===== config.mk =====
export PLATFORM = sky130hd
export DESIGN_NAME = divisor_restaurador
export DESIGN_NICKNAME = d
export VERILOG_FILES = /design/src/rtl/divisor_pkg.sv /design/src/rtl/div_step.sv /design/src/rtl/divisor_restaurador.sv
export SDC_FILE = /design/constraint.sdc
export NUM_CORES = 1
export LEC_CHECK = 0
export BUFFER_PORTS_ARGS = -buffer_cell sky130_fd_sc_hd__buf_2
export CAP_MARGIN = 20
export CORE_MARGIN = 10
export CORE_UTILIZATION = 45
export DETAILED_ROUTE_END_ITERATION = 12
export PLACE_DENSITY = 0.78
export REMOVE_ABC_BUFFERS = 1
export SLEW_MARGIN = 0
export SYNTH_ARGS = -nofsm -noshare
export SYNTH_HDL_FRONTEND = slang
export SYNTH_SLANG_ARGS = --single-unit

===== constraint.sdc =====
create_clock -name clock -period 3.2 [get_ports clock]
set_input_delay 0.16 -clock clock [delete_from_list [all_inputs] [get_ports clock]]
set_output_delay 0.16 -clock clock [all_outputs]
set_load 0.005 [all_outputs]

===== src/rtl/divisor_pkg.sv =====
// Shared types and constants for the restoring divider.
package divisor_pkg;

  localparam int unsigned DIV_WIDTH = 32;
  localparam int unsigned DIV_ITERS = DIV_WIDTH;
  localparam int unsigned DIV_CNT_W = $clog2(DIV_WIDTH) + 1;

  typedef enum logic [1:0] {
    IDLE = 2'd0,
    ITER = 2'd1,
    FIX  = 2'd2,
    DONE = 2'd3
  } div_state_e;

endpackage


===== src/rtl/div_step.sv =====
// One combinational restoring-division step: shift dividend bit into the remainder,
// subtract the divisor when it fits and record the quotient bit.
module div_step #(
  parameter int unsigned Width = 32
) (
  input  logic [Width-1:0] rem_i,
  input  logic [Width-1:0] quo_i,
  input  logic [Width-1:0] den_i,
  output logic [Width-1:0] rem_o,
  output logic [Width-1:0] quo_o
);

  logic [Width:0] rem_t;
  logic           fits;

  // One extra bit keeps the shifted remainder exact when the divisor uses the top bit.
  assign rem_t = {rem_i, quo_i[Width-1]};
  assign fits  = (rem_t >= {1'b0, den_i});
  assign rem_o = fits ? (rem_t[Width-1:0] - den_i) : rem_t[Width-1:0];
  assign quo_o = {quo_i[Width-2:0], fits};

endmodule


===== src/rtl/divisor_restaurador.sv =====
// Multicycle signed restoring divider on the div_start/div_fim handshake.
// Define DIVISOR_DIVU_EN to add the div_unsigned input for divu operations.
module divisor_restaurador
  import divisor_pkg::*;
#(
  parameter int unsigned WIDTH = DIV_WIDTH
) (
  input  logic             clock,
  input  logic             reset,
  input  logic             div_start,
  input  logic [WIDTH-1:0] a,
  input  logic [WIDTH-1:0] b,
`ifdef DIVISOR_DIVU_EN
  input  logic             div_unsigned,
`endif
  output logic [WIDTH-1:0] lo,
  output logic [WIDTH-1:0] hi,
  output logic             div_fim,
  output logic             div_zero,
  output logic             busy
);

  localparam int unsigned CntW = $clog2(WIDTH) + 1;

  div_state_e       state_q;
  logic [WIDTH-1:0] den_q, rem_q, quo_q, lo_q, hi_q;
  logic [CntW-1:0]  cnt_q;
  logic             sgn_quo_q, sgn_rem_q;
  logic             fim_q, zero_q, busy_q;

  logic             op_signed;
  logic             neg_a, neg_b;
  logic [WIDTH-1:0] abs_a, abs_b;
  logic [WIDTH-1:0] rem_step, quo_step;
  logic             last_iter;

`ifdef DIVISOR_DIVU_EN
  assign op_signed = ~div_unsigned;
`else
  assign op_signed = 1'b1;
`endif

  assign neg_a     = op_signed & a[WIDTH-1];
  assign neg_b     = op_signed & b[WIDTH-1];
  assign abs_a     = neg_a ? (-a) : a;
  assign abs_b     = neg_b ? (-b) : b;
  assign last_iter = (cnt_q == CntW'(WIDTH - 1));

  div_step #(
    .Width(WIDTH)
  ) u_step (
    .rem_i(rem_q),
    .quo_i(quo_q),
    .den_i(den_q),
    .rem_o(rem_step),
    .quo_o(quo_step)
  );

  always_ff @(posedge clock or negedge reset) begin
    if (!reset) begin
      state_q   <= IDLE;
      den_q     <= '0;
      rem_q     <= '0;
      quo_q     <= '0;
      lo_q      <= '0;
      hi_q      <= '0;
      cnt_q     <= '0;
      sgn_quo_q <= 1'b0;
      sgn_rem_q <= 1'b0;
      fim_q     <= 1'b0;
      zero_q    <= 1'b0;
      busy_q    <= 1'b0;
    end else begin
      case (state_q)
        IDLE: begin
          if (div_start) begin
            busy_q <= 1'b1;
            if (b == '0) begin
              // lo/hi are left untouched so the controller sees the previous result.
              state_q <= DONE;
              fim_q   <= 1'b1;
              zero_q  <= 1'b1;
            end else begin
              state_q   <= ITER;
              den_q     <= abs_b;
              quo_q     <= abs_a;
              rem_q     <= '0;
              cnt_q     <= '0;
              sgn_quo_q <= neg_a ^ neg_b;
              sgn_rem_q <= neg_a;
            end
          end
        end
        ITER: begin
          rem_q <= rem_step;
          quo_q <= quo_step;
          cnt_q <= cnt_q + 1'b1;
          if (last_iter) begin
            state_q <= FIX;
          end
        end
        FIX: begin
          lo_q    <= sgn_quo_q ? (-quo_q) : quo_q;
          hi_q    <= sgn_rem_q ? (-rem_q) : rem_q;
          fim_q   <= 1'b1;
          state_q <= DONE;
        end
        DONE: begin
          fim_q   <= 1'b0;
          zero_q  <= 1'b0;
          busy_q  <= 1'b0;
          state_q <= IDLE;
        end
        default: begin
          state_q <= IDLE;
        end
      endcase
    end
  end

  assign lo       = lo_q;
  assign hi       = hi_q;
  assign div_fim  = fim_q;
  assign div_zero = zero_q;
  assign busy     = busy_q;

endmodule

# Yosys cells after proc, flatten, opt, wreduce, memory -nomap -nowiden
# Index checks and enable logic that the tools add are counted.
# word_totals
regBits	173
output_inout_bits	67
# classes
n_lt_le_gt_ge	1
n_eq_ne	8
add_sub_neg	6
mux	24
n_bitwise	2
reduce_logical	11
# ops
cell	count
two-way mux 32 bit	9
negation 32 bit	4
one-hot mux 32 bit (2 select lines)	2
>= comparator 33 x 32 -> 1 bit	1
zero test 32 bit	1
subtractor 32 bit	1
two-way mux 6 bit	2
one-hot mux 6 bit (2 select lines)	1
AND reduction 3 bit	4
inequality test 2 bit, second input constant	4
one-hot mux 2 bit (4 select lines)	1
adder 6 x 1 -> 6 bit, second input constant	1
== test 6 x 5 -> 1 bit, second input constant	1
two-way mux 2 bit	3
== test 2 bit, second input constant	2
one-hot mux 1 bit (2 select lines)	2
AND reduction 2 bit	2
nonzero test 2 bit	2
two-way mux 1 bit	3
one-hot mux 1 bit (3 select lines)	1
nonzero test 3 bit	1
== test 2 x 1 -> 1 bit, second input constant	1
zero test 2 bit	1
NOT 1 bit	1
bitwise XOR 1 bit	1

# Depth between registers and ports, before layout
# Gate-level depths: netlist of the first run.
# logic_depth
ltp_word	5
depth_mapped	14

# Modules after synthesis
# A second synthesis of the first run with hierarchy kept.
# unflattened
hier_cells	1405
area_unflattened_um2	12194.2
# modules_own_cells
mod	n_inst	area_per_inst_um2	cells_per_inst
divisor_restaurador	1	9471.6	1034
div_step	1	2722.6	371

# Worst setup path after synthesis of the first run
# Ideal clock, no wire load.
# synth_path
path_kind	flip-flop to flip-flop
from	reg rem_q[3]
to	reg rem_q[8]
synth_period_minus_slack_ns	3.178
slack_ns	0.022
required_time_ns	3.065
arrival_time_ns	3.042
setup_ns	0.135
stages_incl_launch_ff	12
path_cell_list	dfrtp_1 > ha_1 > a21o_1 > a211oi_1 > a211oi_1 > o21a_1 > o21ai_0 > o221ai_1 > buf_1 > buf_1 > mux2i_1 > o21ai_0
# synth_between
elab_chain_len	3
elab_cells_between_ends	4
classes_between	1 x add/sub; 1 x order compare; 2 x mux
# synth_lines
item	line	source
from (decl)	divisor_restaurador.sv:26	logic [WIDTH-1:0] den_q, rem_q, quo_q, lo_q, hi_q;
from (signal assigned)	divisor_restaurador.sv:95	rem_q <= rem_step;
subtractor 32 bit or >= comparator 33 x 32 -> 1 bit (tied branches)	div_step.sv:19, div_step.sv:18	
two-way mux 32 bit *	div_step.sv:19	assign rem_o = fits ? (rem_t[Width-1:0] - den_i) : rem_t[Width-1:0];
one-hot mux 32 bit (2 select lines) *	divisor_restaurador.sv:74	case (state_q)
# Mark *: on every way between the ends. The rest lies on a longest branch, timed or not.
# A chain may end at the register's enable or synchronous reset.

# Worst setup path in the final report of the first run
# layout_path
from	reg quo_q[31]
to	reg rem_q[30]
# layout_between
elab_chain_len	3
elab_cells_between_ends	4
classes_between	1 x add/sub; 1 x order compare; 2 x mux
# layout_lines
item	line	source
from (decl)	divisor_restaurador.sv:26	
from (signal assigned)	divisor_restaurador.sv:86	quo_q <= abs_a;
from (signal assigned)	divisor_restaurador.sv:96	quo_q <= quo_step;
subtractor 32 bit or >= comparator 33 x 32 -> 1 bit (tied branches)	div_step.sv:19, div_step.sv:18	
two-way mux 32 bit *	div_step.sv:19	
one-hot mux 32 bit (2 select lines) *	divisor_restaurador.sv:74	
# Marked as above.

==> results of run 1 <==
==> power by group <==
part	switching [W]	internal, W	total (W)
Sequential	0.000821	0.00312	0.00394
Clock	0.000995	0.00112	0.00211
Combinational	0.00385	0.00273	0.00658
Total	0.00567	0.00697	0.0126
==> state kept, by name, indices dropped and copies added, names as in the netlist <==
| signal | cells |
|---|---|
| sgn_quo_q | 1 |
| cnt_q | 6 |
| quo_q | 32 |
| sgn_rem_q | 1 |
| lo | 32 |
| den_q | 32 |
| hi | 32 |
| state_q | 2 |
| div_zero | 1 |
| div_fim | 1 |
| rem_q | 32 |
| busy | 1 |
==> final timing paths <==
kind	from	end	slack (ns)	depth (start not counted)
worst min register to register	den_q[20]	den_q[20]	0.49	2
min in group asynchronous	reset	lo[22]	0.37	2
max in group asynchronous	reset	den_q[12]	2.04	3
worst min-delay path	b[16]	den_q[16]	0.04	3
worst max-delay path	quo_q[31]	rem_q[30]	0.1	13
worst max register to register	quo_q[31]	rem_q[30]	0.1	13
==> critical path: stages (launching register included) <==
cell       delay (ns)
dfrtp_1          0.39
inv_2            0.08
ha_4             0.13
inv_1            0.05
fa_2             0.34
a21o_1           0.20
a221o_1          0.37
a2111oi_4        0.39
a21oi_2          0.11
a211oi_2         0.27
o21ai_1          0.10
a21oi_1          0.13
mux2_2           0.34
o311ai_0         0.10
==> repair_timing <==
item | CTS | global route
pin swaps | 0 | 7
setup buffers | 0 | 2
setup endpoints to repair | 1 | 6
cloned | 0 | 0
hold buffers | 1 | 0
gates resized for setup | 2 | 10
hold endpoints to repair | 86 | 0
==> synthesized netlist by cell type, drive strengths merged (2+ instances only) <==
master and count:
and2 3, a211oi 5, dfrtp 173, o22ai 3, and3 4, nor4 12, o41ai 19, or2 9
nand4 13, nand2b 14, a31oi 4, or4 20, nor2b 4, a21o 11, a21oi 141, o21bai 8
clkbuf 50, nand3 15, o31ai 30, a21boi 4, mux2 15, nand2 153, nor3 12, o221ai 3
nor2 131, a221oi 3, xnor2 59, o21ai 153, ha 41, inv 60, buf 15, xor2 91
or3 11, mux2i 25, o21a 4, a221o 2, o211ai 3
==> cells by family after synthesis <==
kind of cell	after synthesis	share of synthesized area [%]
flip-flops	173	38.43
multiplexers	40	3.721
XOR/XNOR	150	11.66
AND/OR/NAND/NOR	406	16.57
AO/OA/AOI/OAI	400	20.47
buffers and inverters	127	4.410
adder cells (fa/ha/maj)	42	4.732
==> routing by layer <==
layer / part of all wire, % / vias up
met1: 44 / 4793
met5: 0 / -
met3: 5.7 / 31
met4: 1.5 / 0
met2: 49 / 295
li1: - / 4985
==> per-stage QoR <==
stage / power (W) / instance area (sq um)
after floorplan: 0.008159 / 11000
after global placement: 0.01022 / 12630
after detailed placement: 0.01044 / 12630
after CTS: 0.01263 / 13250
after global routing: 0.01373 / 13310
final: 0.01263 / 13320
==> layout make-up <==
class | count | share of cell area [%]
multi-input cells | 1038 | 49.06
diodes | 2 | 0.03758
repair buffers | 196 | 9.085
clock inverters | 15 | 1.353
clock buffers | 17 | 3.194
flip-flops and latches | 173 | 32.51
inverters | 61 | 1.719
well taps | 324 | 3.044
==> cells in the final DEF, fill, tap and decap left out, drive strengths merged, types with 15 or more instances in the layout <==
master / instances
buf: 195
dfrtp: 173
nand2: 153
o21ai: 153
a21oi: 141
nor2: 131
xor2: 91
inv: 66
xnor2: 59
ha: 41
o31ai: 30
mux2i: 25
or4: 20
o41ai: 19
clkbuf: 17
nand3: 15
mux2: 15
==> impl_metrics.env, run 1 <==
export IMPL_ir_worst_vdd_mv=0.5517
export IMPL_hpwl_um=22800
export IMPL_seq_area_frac_synth_pct=38.43
export IMPL_core_area_sq_mm=0.02446
export IMPL_cts_tree="done"
export IMPL_overflow=0
export IMPL_grt_pass1_wl_um=49760
export IMPL_syn2layout_area_growth_pct=18.23
export IMPL_wirelength_um=30400
export IMPL_final_seq_area_sq_mm=0.004329
export IMPL_drv_cap=0
export IMPL_avgSynthCellArea_sq_um=8.419
export IMPL_start_util_pct=46.05
export IMPL_setup_viol=0
export IMPL_syn_area_sq_mm=0.01126
export IMPL_die_y_um=178.2
export IMPL_cellPowerDensity_mw_per_mm2=948.6
export IMPL_antenna_found_initial=0
export IMPL_fmax_mhz=322.3
export IMPL_track_usage_pct=19.05
export IMPL_max_slew_margin_pct=26.74
export IMPL_synth_area_leader_cell="dfrtp_1"
export IMPL_use_met1_pct=24.59
export IMPL_use_met2_pct=31.83
export IMPL_synth_top_area_share_pct=38.43
export IMPL_clockBufferDepth=2
export IMPL_final_hold_viol_count=0
export IMPL_clock_latency_ns=0.45
export IMPL_routabilityCongestion=0.9504
export IMPL_final_setup_tns_ns=0
export IMPL_routedWlPerCell_um=16.65
export IMPL_maxSlewViolCount=0
export IMPL_dpl_worst_slack_ns=-0.1260
export IMPL_htreeDepth=4
export IMPL_dieWidth_um=178.2
export IMPL_hold_path_class="in -> reg"
export IMPL_gr_usage_met3_pct=3.848
export IMPL_cts_buffers=17
export IMPL_synth_area_leaders="dfrtp_1 (38%), xor2_1 (7.1%), a21oi_1 (6.3%)"
export IMPL_antenna_left=0
export IMPL_clk_pin_slew_ns=0.07
export IMPL_synth_edf_count=0
export IMPL_cp_required_ns=3.51
export IMPL_final_nets=1596
export IMPL_dieArea_sq_mm=0.03176
export IMPL_dr_pass1_iters=5
export IMPL_synthArstFlopShare_pct=100.0
export IMPL_dpl_cell_count=1789
export IMPL_fill_cells=2162
export IMPL_multi_input_area_sq_mm=0.006534
export IMPL_drcViolationCount=0
export IMPL_whs_ns=0.04421
export IMPL_critPathKind="reg -> reg"
export IMPL_clock_skew_ns=0.01519
export IMPL_yosys_register_bits=173
export IMPL_layout_drive_gt1_share_pct=18.07
export IMPL_synthCells=1338
export IMPL_final_cells=1826
export IMPL_rsz0062_at_grt="true"
export IMPL_worst_pin_slew_ns=1.099
export IMPL_p_leak_nw=6.025
export IMPL_grt_max_degree=89
export IMPL_place_port_buffers=133
export IMPL_critPathCaptureType="flip-flop"
export IMPL_viasPerCell=5.533
export IMPL_period_share_pct=96.97
export IMPL_worstPathArrival_ns=3.42
export IMPL_synth_cell_type_count=63
export IMPL_status="finished clean"
export IMPL_crit_path_start_kind="flip-flop"
export IMPL_rows=57
export IMPL_ioPinCount=134
export IMPL_drt_initial_drc_count=786
export IMPL_final_util_pct=54.44
export IMPL_numClockSinks=173
export IMPL_grt_pass1_vias=9836
export IMPL_vias=10100
export IMPL_fin_crit_ns=3.103
export IMPL_setup_ws_ns=0.09702
export IMPL_yosys_most_used_dff="dfrtp_1"
export IMPL_root_buffer="clkbuf_16"
export IMPL_synth_warnings=0
export IMPL_cp_max_fo=2
export IMPL_gr_max_usage_layer="met2"
Note: power is estimated with default switching activity, not from simulation.
==> run 2: changes to the inputs <==
- ABC_AREA: not set -> 1
- PLACE_DENSITY: 0.78 -> 0.77
==> impl_metrics.env, run 2 <==
export IMPL_worstPathArrival_ns=2.98
export IMPL_syn_area_sq_mm=0.01342
export IMPL_viasPerCell=5.273
export IMPL_final_hold_viol_count=0
export IMPL_hpwl_um=34210
export IMPL_yosys_top_cells_count="nand2_1 (686), inv_1 (295), nand3_1 (231)"
export IMPL_switching_share_pct=53.97
export IMPL_final_cells=2612
export IMPL_synth_edf_count=0
export IMPL_start_util_pct=45.41
export IMPL_layout_drive_gt1_share_pct=10.04
export IMPL_worst_pin_slew_ns=0.6575
export IMPL_p_comb_share_pct=63.2
export IMPL_dr_pass1_iters=5
export IMPL_vias=13770
export IMPL_drcViolationCount=0
export IMPL_multi_input_area_sq_mm=0.007604
export IMPL_layout_commonest_cell="nand2_1"
export IMPL_layout_common_cells="nand2_1 (686), inv_1 (295), nand3_1 (231)"
export IMPL_clock_latency_ns=0.46
export IMPL_clk_pin_slew_ns=0.07
export IMPL_place_port_buffers=133
export IMPL_overflow=0
export IMPL_cp_max_fo=31
export IMPL_yosys_register_bits=173
export IMPL_rsz0062_at_grt="false"
export IMPL_p_switching_w=0.009292
export IMPL_seq_area_frac_synth_pct=32.25
export IMPL_hold_buffers=1
export IMPL_critPathMaxStageDelay_ns=0.49
export IMPL_syn2layout_area_growth_pct=11.92
export IMPL_wirelength_um=43880
export IMPL_root_buffer="clkbuf_16"
export IMPL_routedWlPerCell_um=16.80
export IMPL_grt_pass1_wl_um=70120
export IMPL_p_seq_share_pct=24.1
export IMPL_synth_most_common_cell="nand2_1"
export IMPL_ioPinCount=134
export IMPL_grt_max_degree=83
export IMPL_drt_initial_drc_count=1498
export IMPL_routabilityCongestion=0.9759
export IMPL_antenna_cells=0
export IMPL_post_cts_setup_buffer_count=0
export IMPL_track_usage_pct=23.72
export IMPL_die_y_um=192.7
export IMPL_cp_slowest_cell="ha_1"
export IMPL_dpl_cell_count=2579
export IMPL_grt_pass1_vias=13100
export IMPL_critPathBufInv=0
export IMPL_critPathKind="reg -> reg"
export IMPL_fin_area_sq_mm=0.01502
export IMPL_max_slew_margin_pct=56.07
export IMPL_core_area_sq_mm=0.02956
export IMPL_path_delay_family="simple AND/OR/NAND/NOR gates"
export IMPL_synthCells=2101
export IMPL_htreeDepth=4
export IMPL_hold_path_class="in -> reg"
export IMPL_yosys_most_used_dff="dfrtp_1"
export IMPL_final_nets=2318
export IMPL_synth_area_leader_cell="dfrtp_1"
export IMPL_synthArstFlopShare_pct=100.0
export IMPL_crit_top_cell="nand2_1"
export IMPL_maxSlewViolCount=0
export IMPL_rows=63
export IMPL_cts_resized=0
export IMPL_final_seq_area_sq_mm=0.004329
export IMPL_internal_power_w=0.007926
export IMPL_fill_cells=3059
export IMPL_clockBufferDepth=2
export IMPL_fin_crit_ns=2.666
export IMPL_setup_viol=0
export IMPL_place_area_sq_mm=0.01441
export IMPL_crit_path_start_kind="flip-flop"
export IMPL_synth_top_area_share_pct=32.25
export IMPL_ir_worst_vdd_mv=0.5267
export IMPL_synth_cell_type_count=45
export IMPL_fmax_mhz=375.1
export IMPL_p_leak_nw=8.043
export IMPL_cp_required_ns=3.52
export IMPL_antenna_left=0
export IMPL_status="finished clean"
export IMPL_clkPwrFrac_pct=12.7
export IMPL_cts_tree="done"
export IMPL_critPathCaptureType="flip-flop"
export IMPL_numClockSinks=173
export IMPL_final_setup_tns_ns=0
export IMPL_dieArea_sq_mm=0.03714
export IMPL_dieWidth_um=192.7
export IMPL_cellPowerDensity_mw_per_mm2=1146
export IMPL_clock_skew_ns=0.01250
export IMPL_period_share_pct=83.30
export IMPL_synth_area_leaders="dfrtp_1 (32%), nand2_1 (19%), nand3_1 (8.6%)"
export IMPL_synth_warnings=0
export IMPL_avgSynthCellArea_sq_um=6.389
export IMPL_drv_cap=0
export IMPL_antenna_found_initial=0
export IMPL_cts_buffers=17
export IMPL_critical_path_cell_chain="ha_1 > nand2_1 > nor2_1 > nand2_1 > nor2_1 > nand2_1 > nand2_1 > nor2_4 > nand2_4 > nand2_1 > nand3_1 > o21ai_1"
[run 2: logic make-up (layout without fill, tap and decap cells)]
logic type,Yosys count,after routing,synth area share (%)
AND/OR/NAND/NOR,1197,1197,37.52
buffers and inverters,369,490,11.13
AO/OA/AOI/OAI,237,237,9.712
flip-flops,173,173,32.25
XOR/XNOR,83,83,5.415
adder cells (fa/ha/maj),42,42,3.971
[run 2: final timing paths]
path,cells after the start,startpoint,endpoint,slack (ns)
setup / recovery,12,rem_q[22],rem_q[14],0.53
hold / removal,4,b[30],den_q[30],0.01
setup reg to reg,12,rem_q[22],rem_q[14],0.53
hold reg to reg,2,hi[7],hi[7],0.48
max in group asynchronous,3,reset,hi[8],2.01
min in group asynchronous,2,reset,den_q[1],0.22
[run 2: tightest hold or removal path, stage by stage]
cell and delay (ns):
buf_2 0.09, nand2_1 0.05, nand3_1 0.07, o21ai_1 0.06
[run 2: cell type report]
cell class              instances  area share (%)
inverters                     305           7.653
multi-input cells            1559           50.61
well taps                     390           3.248
clock buffers                  17           2.831
flip-flops and latches        173           28.81
clock inverters                15           1.191
repair buffers                153           5.655
[run 2: power groups by stage]
stage / logic, W / clock network (W) / registers, W
after floorplan: 0.00737 / 0 / 0.00395
after global placement: 0.0106 / 0 / 0.00411
after detailed placement: 0.0107 / 0 / 0.00416
after CTS: 0.0108 / 0.00221 / 0.00412
after global routing: 0.0123 / 0.00230 / 0.00428
final: 0.0109 / 0.00218 / 0.00415
[run 2: through the flow]
step,util [%],setup WS [ns],total power (W),hold slack [ns]
after floorplan,-,0.4261,0.01133,-0.1356
final,50.83,0.5343,0.01722,0.01098
after global placement,48.75,0.6022,0.01476,0.1602
after global routing,50.83,0.3244,0.01890,0.04119
after CTS,50.83,0.5943,0.01713,0.008562
after detailed placement,48.75,0.6090,0.01489,0.1641
[run 2: routing by layer]
layer	part of all wire, %	up-vias	global-route usage (%)
li1	-	6885	-
met1	46	6350	33.17
met4	1.5	0	5.337
met5	0	-	0
met3	7.3	41	3.650
met2	45	498	37.73
